[config.mk]
export PLATFORM = sky130hd
export DESIGN_NAME = fsmc_bus_ctrl
export DESIGN_NICKNAME = d
export VERILOG_FILES = /design/src/rtl/fsmc_bus_ctrl_pkg.sv /design/src/rtl/fsmc_sync.sv /design/src/rtl/fsmc_bus_ctrl.sv
export SDC_FILE = /design/constraint.sdc
export NUM_CORES = 1
export LEC_CHECK = 0
export CORE_ASPECT_RATIO = 1.5
export CORE_MARGIN = 4
export CORE_UTILIZATION = 35
export DETAILED_ROUTE_END_ITERATION = 7
export GPL_ROUTABILITY_DRIVEN = 0
export GPL_TIMING_DRIVEN = 0
export PLACE_DENSITY = 0.72
export SKIP_LAST_GASP = 1
export SLEW_MARGIN = 40
export SYNTH_ARGS = -nofsm -noshare
export SYNTH_HDL_FRONTEND = slang
export SYNTH_SLANG_ARGS = --single-unit
[constraint.sdc]
create_clock -name i_clk -period 2.3 [get_ports i_clk]
set_input_delay 0.46 -clock i_clk [delete_from_list [all_inputs] [get_ports i_clk]]
set_output_delay 0.46 -clock i_clk [all_outputs]
set_load 0.05 [all_outputs]
[src/rtl/fsmc_bus_ctrl_pkg.sv]
// rtl/fsmc_bus_ctrl_pkg.sv - bus width, FSM state encodings and timeout fill value for fsmc_bus_ctrl
// Purpose : holds the FSMC data width, the 3-bit sequencer state encodings
//           (FBC_IDLE .. FBC_RD_DRIVE) and the data returned on a timed-out read.
// Ports   : none (package).
`ifndef FSMC_WIDTH
`define FSMC_WIDTH 16
`endif
`ifndef FBC_IDLE
`define FBC_IDLE     3'd0
`define FBC_WR_DATA  3'd1
`define FBC_WR_REQ   3'd2
`define FBC_RD_REQ   3'd3
`define FBC_RD_SETUP 3'd4
`define FBC_RD_DRIVE 3'd5
`endif
`ifndef FBC_TIMEOUT_FILL
`define FBC_TIMEOUT_FILL {`FSMC_WIDTH{1'b1}}
`endif

package fsmc_bus_ctrl_pkg;

    localparam int DATA_W = `FSMC_WIDTH;

    typedef enum logic [2:0] {
        ST_IDLE     = `FBC_IDLE,
        ST_WR_DATA  = `FBC_WR_DATA,
        ST_WR_REQ   = `FBC_WR_REQ,
        ST_RD_REQ   = `FBC_RD_REQ,
        ST_RD_SETUP = `FBC_RD_SETUP,
        ST_RD_DRIVE = `FBC_RD_DRIVE
    } fbc_state_t;

    localparam logic [DATA_W-1:0] TIMEOUT_FILL = `FBC_TIMEOUT_FILL;

endpackage

[src/rtl/fsmc_sync.sv]
// rtl/fsmc_sync.sv - single-bit multi-stage synchroniser presetting to 1 on reset
// Purpose : brings one asynchronous active-low FSMC strobe into the clk domain.
// Ports   : i_clk, i_rst (async, active high), i_d (async strobe), o_q (synchronised).
module fsmc_sync #(
    parameter int SYNC_STAGES = 2
) (
    input  logic i_clk,
    input  logic i_rst,
    input  logic i_d,
    output logic o_q
);

    logic [SYNC_STAGES-1:0] r_sync;

    // Preset to 1 so every strobe looks inactive straight out of reset.
    always_ff @(posedge i_clk or posedge i_rst) begin
        if (i_rst) begin
            r_sync <= '1;
        end else begin
            r_sync <= {r_sync[SYNC_STAGES-2:0], i_d};
        end
    end

    assign o_q = r_sync[SYNC_STAGES-1];

endmodule

[src/rtl/fsmc_bus_ctrl.sv]
// rtl/fsmc_bus_ctrl.sv - FSMC strobe decoder and register-file handshake sequencer
// Purpose : synchronises NE/NOE/NWE, decodes host read/write cycles, runs the
//           req/ack handshake with timeout, and sequences the data buffer so data
//           is loaded one cycle before OE rises.
// Ports   : i_clk/i_rst, FSMC strobes i_fsmc_ne/noe/nwe and address i_fsmc_a,
//           buffer side i_bus_din/o_bus_dout/o_bus_oe, register-file side
//           o_reg_addr/o_reg_wdata/o_reg_wr/o_reg_rd/i_reg_rdata/i_reg_ack,
//           status o_err_timeout and host wait o_fsmc_nwait.
// Macro   : FSMC_NWAIT_EN enables the host wait output; otherwise it is tied to 1.
module fsmc_bus_ctrl
    import fsmc_bus_ctrl_pkg::*;
#(
    parameter int ADDR_W      = 8,
    parameter int SYNC_STAGES = 2,
    parameter int TIMEOUT     = 15
) (
    input  logic              i_clk,
    input  logic              i_rst,
    input  logic              i_fsmc_ne,
    input  logic              i_fsmc_noe,
    input  logic              i_fsmc_nwe,
    input  logic [ADDR_W-1:0] i_fsmc_a,
    input  logic [DATA_W-1:0] i_bus_din,
    output logic [DATA_W-1:0] o_bus_dout,
    output logic              o_bus_oe,
    output logic [ADDR_W-1:0] o_reg_addr,
    output logic [DATA_W-1:0] o_reg_wdata,
    output logic              o_reg_wr,
    output logic              o_reg_rd,
    input  logic [DATA_W-1:0] i_reg_rdata,
    input  logic              i_reg_ack,
    output logic              o_err_timeout,
    output logic              o_fsmc_nwait
);

    localparam int CNT_W = $clog2(TIMEOUT + 1);

    logic w_ne_s, w_noe_s, w_nwe_s;
    logic r_ne_d, r_noe_d, r_nwe_d;
    logic w_noe_fall, w_nwe_rise, w_ne_rise;
    logic w_rd_start, w_wr_start, w_req, w_expire, w_abort;

    fbc_state_t r_state, w_next;

    logic [ADDR_W-1:0] r_addr;
    logic [DATA_W-1:0] r_wdata, r_shadow, r_dout;
    logic [CNT_W-1:0]  r_cnt;
    logic              r_abort;
    logic              r_err;

    fsmc_sync #(.SYNC_STAGES(SYNC_STAGES)) u_sync_ne  (.i_clk(i_clk), .i_rst(i_rst), .i_d(i_fsmc_ne),  .o_q(w_ne_s));
    fsmc_sync #(.SYNC_STAGES(SYNC_STAGES)) u_sync_noe (.i_clk(i_clk), .i_rst(i_rst), .i_d(i_fsmc_noe), .o_q(w_noe_s));
    fsmc_sync #(.SYNC_STAGES(SYNC_STAGES)) u_sync_nwe (.i_clk(i_clk), .i_rst(i_rst), .i_d(i_fsmc_nwe), .o_q(w_nwe_s));

    assign w_noe_fall = r_noe_d & ~w_noe_s;
    assign w_nwe_rise = ~r_nwe_d & w_nwe_s;
    assign w_ne_rise  = ~r_ne_d & w_ne_s;

    // Read wins over a simultaneous write because it is tested first here and in IDLE.
    assign w_rd_start = (r_state == ST_IDLE) & ~w_ne_s & w_noe_fall;
    assign w_wr_start = (r_state == ST_WR_DATA) & (w_nwe_rise | w_ne_rise);
    assign w_req      = (r_state == ST_RD_REQ) | (r_state == ST_WR_REQ);
    // Expiry is masked by ack so an ack in the final cycle is still honoured.
    assign w_expire   = w_req & ~i_reg_ack & (r_cnt == CNT_W'(TIMEOUT - 1));
    // A host that dropped NE mid-read still gets the handshake finished, but no drive.
    assign w_abort    = r_abort | w_ne_s;

    always_ff @(posedge i_clk or posedge i_rst) begin
        if (i_rst) begin
            r_state <= ST_IDLE;
        end else begin
            r_state <= w_next;
        end
    end

    always_comb begin
        w_next = r_state;
        case (r_state)
            ST_IDLE: begin
                if (w_rd_start) begin
                    w_next = ST_RD_REQ;
                end else if (~w_ne_s & ~w_nwe_s) begin
                    w_next = ST_WR_DATA;
                end
            end
            ST_WR_DATA:  if (w_wr_start) w_next = ST_WR_REQ;
            ST_WR_REQ:   if (i_reg_ack | w_expire) w_next = ST_IDLE;
            ST_RD_REQ:   if (i_reg_ack | w_expire) w_next = w_abort ? ST_IDLE : ST_RD_SETUP;
            ST_RD_SETUP: w_next = ST_RD_DRIVE;
            ST_RD_DRIVE: if (w_noe_s | w_ne_s) w_next = ST_IDLE;
            default:     w_next = ST_IDLE;
        endcase
    end

    // Decoded from the state register so reset clears them asynchronously.
    always_comb begin
        o_bus_oe = (r_state == ST_RD_DRIVE);
        o_reg_rd = (r_state == ST_RD_REQ);
        o_reg_wr = (r_state == ST_WR_REQ);
`ifdef FSMC_NWAIT_EN
        o_fsmc_nwait = ~(w_rd_start | (r_state == ST_RD_REQ) | (r_state == ST_RD_SETUP)
                         | (r_state == ST_WR_REQ));
`else
        o_fsmc_nwait = 1'b1;
`endif
    end

    always_ff @(posedge i_clk or posedge i_rst) begin
        if (i_rst) begin
            r_ne_d   <= 1'b1;
            r_noe_d  <= 1'b1;
            r_nwe_d  <= 1'b1;
            r_addr   <= '0;
            r_wdata  <= '0;
            r_shadow <= '0;
            r_dout   <= '0;
            r_cnt    <= '0;
            r_abort  <= 1'b0;
            r_err    <= 1'b0;
        end else begin
            r_ne_d  <= w_ne_s;
            r_noe_d <= w_noe_s;
            r_nwe_d <= w_nwe_s;
            r_err   <= w_expire;
            // Shadow tracks the bus while NWE is low; the value from before the
            // release edge is the one committed, as the bus may already be changing.
            if (r_state == ST_WR_DATA) begin
                r_shadow <= i_bus_din;
            end
            if (w_rd_start | w_wr_start) begin
                r_addr <= i_fsmc_a;
                r_cnt  <= '0;
            end else if (w_req & ~i_reg_ack) begin
                r_cnt <= r_cnt + CNT_W'(1);
            end
            if (w_wr_start) begin
                r_wdata <= r_shadow;
            end
            if (w_rd_start) begin
                r_abort <= 1'b0;
            end else if ((r_state == ST_RD_REQ) & w_ne_s) begin
                r_abort <= 1'b1;
            end
            if ((r_state == ST_RD_REQ) & i_reg_ack) begin
                r_dout <= i_reg_rdata;
            end else if ((r_state == ST_RD_REQ) & w_expire) begin
                r_dout <= TIMEOUT_FILL;
            end
        end
    end

    assign o_bus_dout    = r_dout;
    assign o_reg_addr    = r_addr;
    assign o_reg_wdata   = r_wdata;
    assign o_err_timeout = r_err;

endmodule

# Yosys cells after proc, flatten, opt, wreduce, memory -nomap -nowiden
# Cells that the tools add are included.
# classes
n_eq_ne	11
bitwise_logic	24
add_sub_neg	1
muxes	14
n_reduce_logical	5
# op_table
op	count
$mux 16	2
$mux 3	7
$pmux 3 s6	1
$and 1x1->1	12
$mux 4	2
$eq 3x2->1 const B	2
$eq 3x3->1 const B	2
$ne 2x1->1 const B	3
$not 1->1	6
$or 1x1->1	6
$reduce_bool 2->1	3
$reduce_and 5->1	1
$add 4x1->4 const B	1
$eq 4x4->1 const B	1
$eq 3x1->1 const B	1
$logic_not 3->1	1
$ne 3x2->1 const B	1
$mux 1	2
$ne 2x2->1 const B	1
# totals
out_inout_bits	45
regBits	74
inputBits	46
elab_cells	69

# Depth between registers and ports, before layout
# depth
ltp_word	7
ltp_mapped	6
ltp_nobuf	6

# Hierarchy
# A second synthesis with hierarchy kept.
# hier_totals
cells_unflattened	194
area_unflattened_um2	2929.1
# by_module_without_submodules
mod	n_inst	cells_each	area_each_um2	seq_area_each_um2
fsmc_bus_ctrl	1	185	2760.1	1705.4
fsmc_sync	3	3	56.3	52.6

# Least setup slack after synthesis
# No wires, ideal clock.
# synth_path
kind	reg-to-output
from	reg r_state[0]
to	out o_reg_wr
t_required_ns	1.840
path_stages_with_launch	3
t_arrival_ns	1.661
path_slack_ns	0.179
n_path_buf	1
cell_sequence	dfrtp_1 > buf_2 > nor3b_1
# synth_via
elab_chain_cells	1
# synth_rtl
element	line	text
start, declared	fsmc_bus_ctrl.sv:43	fbc_state_t r_state, w_next;
start signal, assigned	fsmc_bus_ctrl.sv:72	r_state <= w_next;
$eq 3x2->1	fsmc_bus_ctrl.sv:99	o_reg_wr = (r_state == ST_WR_REQ);
end, declared	fsmc_bus_ctrl.sv:28	output logic o_reg_wr,
# Every way passes these cells.

# Final worst setup path
# layout_path
from	reg r_state[1]
to	out o_bus_oe
# layout_via
elab_chain_cells	1
# layout_rtl
element	line	text
$eq 3x3->1	fsmc_bus_ctrl.sv:97	o_bus_oe = (r_state == ST_RD_DRIVE);
end, declared	fsmc_bus_ctrl.sv:25	output logic o_bus_oe,
# Every way passes these cells.

==> metrics <==
Layout Nets=344; r2r setup slk=0.45 ns; Reg2Reg Depth=5; layout cells sized above 1=0.276; initial core utilization=0.361; post-route cell area=4310 um^2; cells after synthesis=193; Reg power frac=0.310; Overflow after GRT=0; Starting DRT DRC Count=65; post-synthesis cell area=2910 um^2; FF-to-FF Start=r_state[1]; Reg-to-Reg End=o_reg_wdata[12]; Final Max Tran Viols=0; Crit path required time=1.84 ns; worst hold path type=reg2reg; Internal=4.21 mW; leak pwr=1.84 nW; CTS Sinks=74; # diodes=0; Cell Rows=40; largest net degree at the start of global routing=26; CP Capture Type=primary output; Die ar.=9860 um^2; register area share after synthesis=0.641; max cap viols=0; CTS clk-pin slew, worst paths=0.06 ns; pwr/cell area=1630 nW/um^2; worst clock skew=0.00682 ns; post-synth top area share=0.559; RSZ-0062 raised after global routing=false; worst setup path class=reg2out; Die X-Extent=82.4 um; CP arrival=1.70 ns; wire length per cell=14.4 um; post-DP HPWL=4360 um; DRC viols=0; Setup TNS=0 ns; post-DR vias/cell=4.71; HP Start=u_sync_nwe.r_sync[0]; Net Count, Synth=241; critical path launch point type=flip-flop; Post-synth EDFFs=0; CTS tree=done; vias in the first global route=1963; Sw Ratio=0.399; Hold Crit Depth=0; Net Switching=2.80 mW; Core ar.=8060 um^2; port bufs=89; met2 wire length=3110 um; async set-reset flop share out of synthesis=1.00; Synth Warn #=0; Global Route Usage Sum=0.130; DR top layer=met4; Detail Route Antenna Nets=0; status=complete, no violations; CTS buffer count=9; Slew @ Worst Pin=0.578 ns; later-pin clock latency in the skew report=0.32 ns; syn avg cell area=15.1 um^2; H-tree depth=3; Worst VDD drop=774 uV; post-synth top area cell=dfrtp_1; Root Driver=clkbuf_16; WHS Endpoint=u_sync_nwe.r_sync[1]; CP Launch Point=r_state[1]; Vert. Die Dim=120 um; Synth area leaders=dfrtp_1 56%, mux2_2 12%, dfstp_2 8.1%, mux2_4 5.2%, o22a_1 4.8%; Detailed Routing Iterations Pass 1=4; Via Count=1912; f_max=462 MHz; met1 wire length=2280 um; min Tclk post-route=2.16 ns; first-pass GRT wire length=9630 um; Slew headroom=0.614; Synth Register Bits=74; Yosys cell types=40; metal3 WL=323 um; Max clock buf depth=2; Post-DP Area=4010 um^2; Clk network pwr share=0.199; initial antenna violation count=0; Period Utilization, post-route=0.941; CP max FO=10; IO Count=91; area delta synth->final=48.3%; Final Hold Vio Count=0; DRT Wirelength=5850 um; Setup-failing EPs final=0; Main synth FF type=dfrtp_1; Logic pwr share=0.491
cells in the final DEF (no fill, tap or decap), types with 3 or more instances in the layout:
cell              n
dlygate4sd2_1     3
mux2_4           10
inv_1             5
clkinvlp_4        3
nand2_1           3
o21ai_0           4
o22a_1           16
dfrtp_1          65
clkbuf_16         9
mux2_2           30
clkdlybuf4s50_1  86
nor2_1            8
dfstp_2           9
buf_4             4
worst max-delay path by stage:
stage	endpoint	slack, ns
after global placement	o_reg_addr[4]	0.18
after global routing	o_reg_rd	0.09
after CTS	o_reg_rd	0.13
after detailed placement	o_reg_rd	0.20
after floorplan	o_reg_wr	0.18
final	o_bus_oe	0.14
per-stage QoR:
| stage | power [mW] | util | cells | hold WS (ns) | setup slack [ns] |
|---|---|---|---|---|---|
| detailed placement | 5.69 | 0.498 | 390 | 0.347 | 0.205 |
| finish | 7.01 | 0.535 | 406 | 0.354 | 0.135 |
| global route | 7.41 | 0.535 | 406 | 0.358 | 0.0861 |
| floorplan | 4.58 | - | 193 | 0.345 | 0.179 |
| global placement | 5.60 | 0.488 | 387 | 0.346 | 0.176 |
| CTS | 7.10 | 0.535 | 406 | 0.357 | 0.127 |
cell families (layout without fill, tap and decap cells):
logic type | count (synthesis) | count (layout) | share of synthesized area
AOI/OAI and AO/OA | 31 | 31 | 0.0839
muxes | 40 | 40 | 0.168
buffers and inverters | 15 | 123 | 0.0305
xor gates and xnor gates | 3 | 3 | 0.00904
and+or+nand+nor | 27 | 27 | 0.0581
adders and majority gates | 2 | 2 | 0.00860
other | 1 | 1 | 0.00129
DFF | 74 | 74 | 0.641
state kept, by name, indices dropped and copies added, names as in the netlist, 3 cells and up:
name / cells
r_cnt: 4
o_reg_addr: 8
r_shadow: 16
r_state: 3
o_reg_wdata: 16
o_bus_dout: 16
power groups by stage:
stage / Clock [mW] / Sequential (mW) / Combinational, mW
after floorplan: 0 / 3.41 / 1.16
after global placement: 0 / 2.17 / 3.43
after detailed placement: 0 / 2.19 / 3.49
after CTS: 1.44 / 2.18 / 3.49
after global routing: 1.51 / 2.25 / 3.65
final: 1.40 / 2.17 / 3.44
cell usage after synthesis, drive strengths merged, types with 2 or more instances:
cell and n:
a21oi 3, buf 8, dfrtp 65, dfstp 9, ha 2, inv 6
mux2 40, nand2 4, nand3 2, nor2 8, nor2b 2, nor3b 3
o21ai 4, o22a 16, or2 2, xor2 2
metal layers:
| metal | GRT usage | vias to the layer above |
|---|---|---|
| met5 | 0 | - |
| met2 | 0.213 | 57 |
| met3 | 0.0413 | 9 |
| li1 | - | 893 |
| met1 | 0.153 | 953 |
| met4 | 0.0551 | 0 |
timing repair:
item                                    4_1_cts  5_1_grt
gates resized for setup                       3        0
setup buffers                                 0        0
endpoints found under the setup margin        3        0
hold buffers                                  0        0
worst max-delay path, stage by stage (launching register included):
cell	delay, ns
dfrtp_1	0.35
buf_2	0.17
and3b_1	0.29
dlygate4sd2_1	0.56
cell type report:
type                            count  area [um^2]
Fill cell                         684         3750
Clock buffer                       12          256
Clock inverter                      4         50.0
Timing Repair Buffer               92          962
Sequential cell                    74         1860
Buffer                              9         66.3
Multi-Input combinational cell    104          956
Tap cell                          105          131
Inverter                            6         26.3
Note: power is estimated with default switching activity, not from simulation.
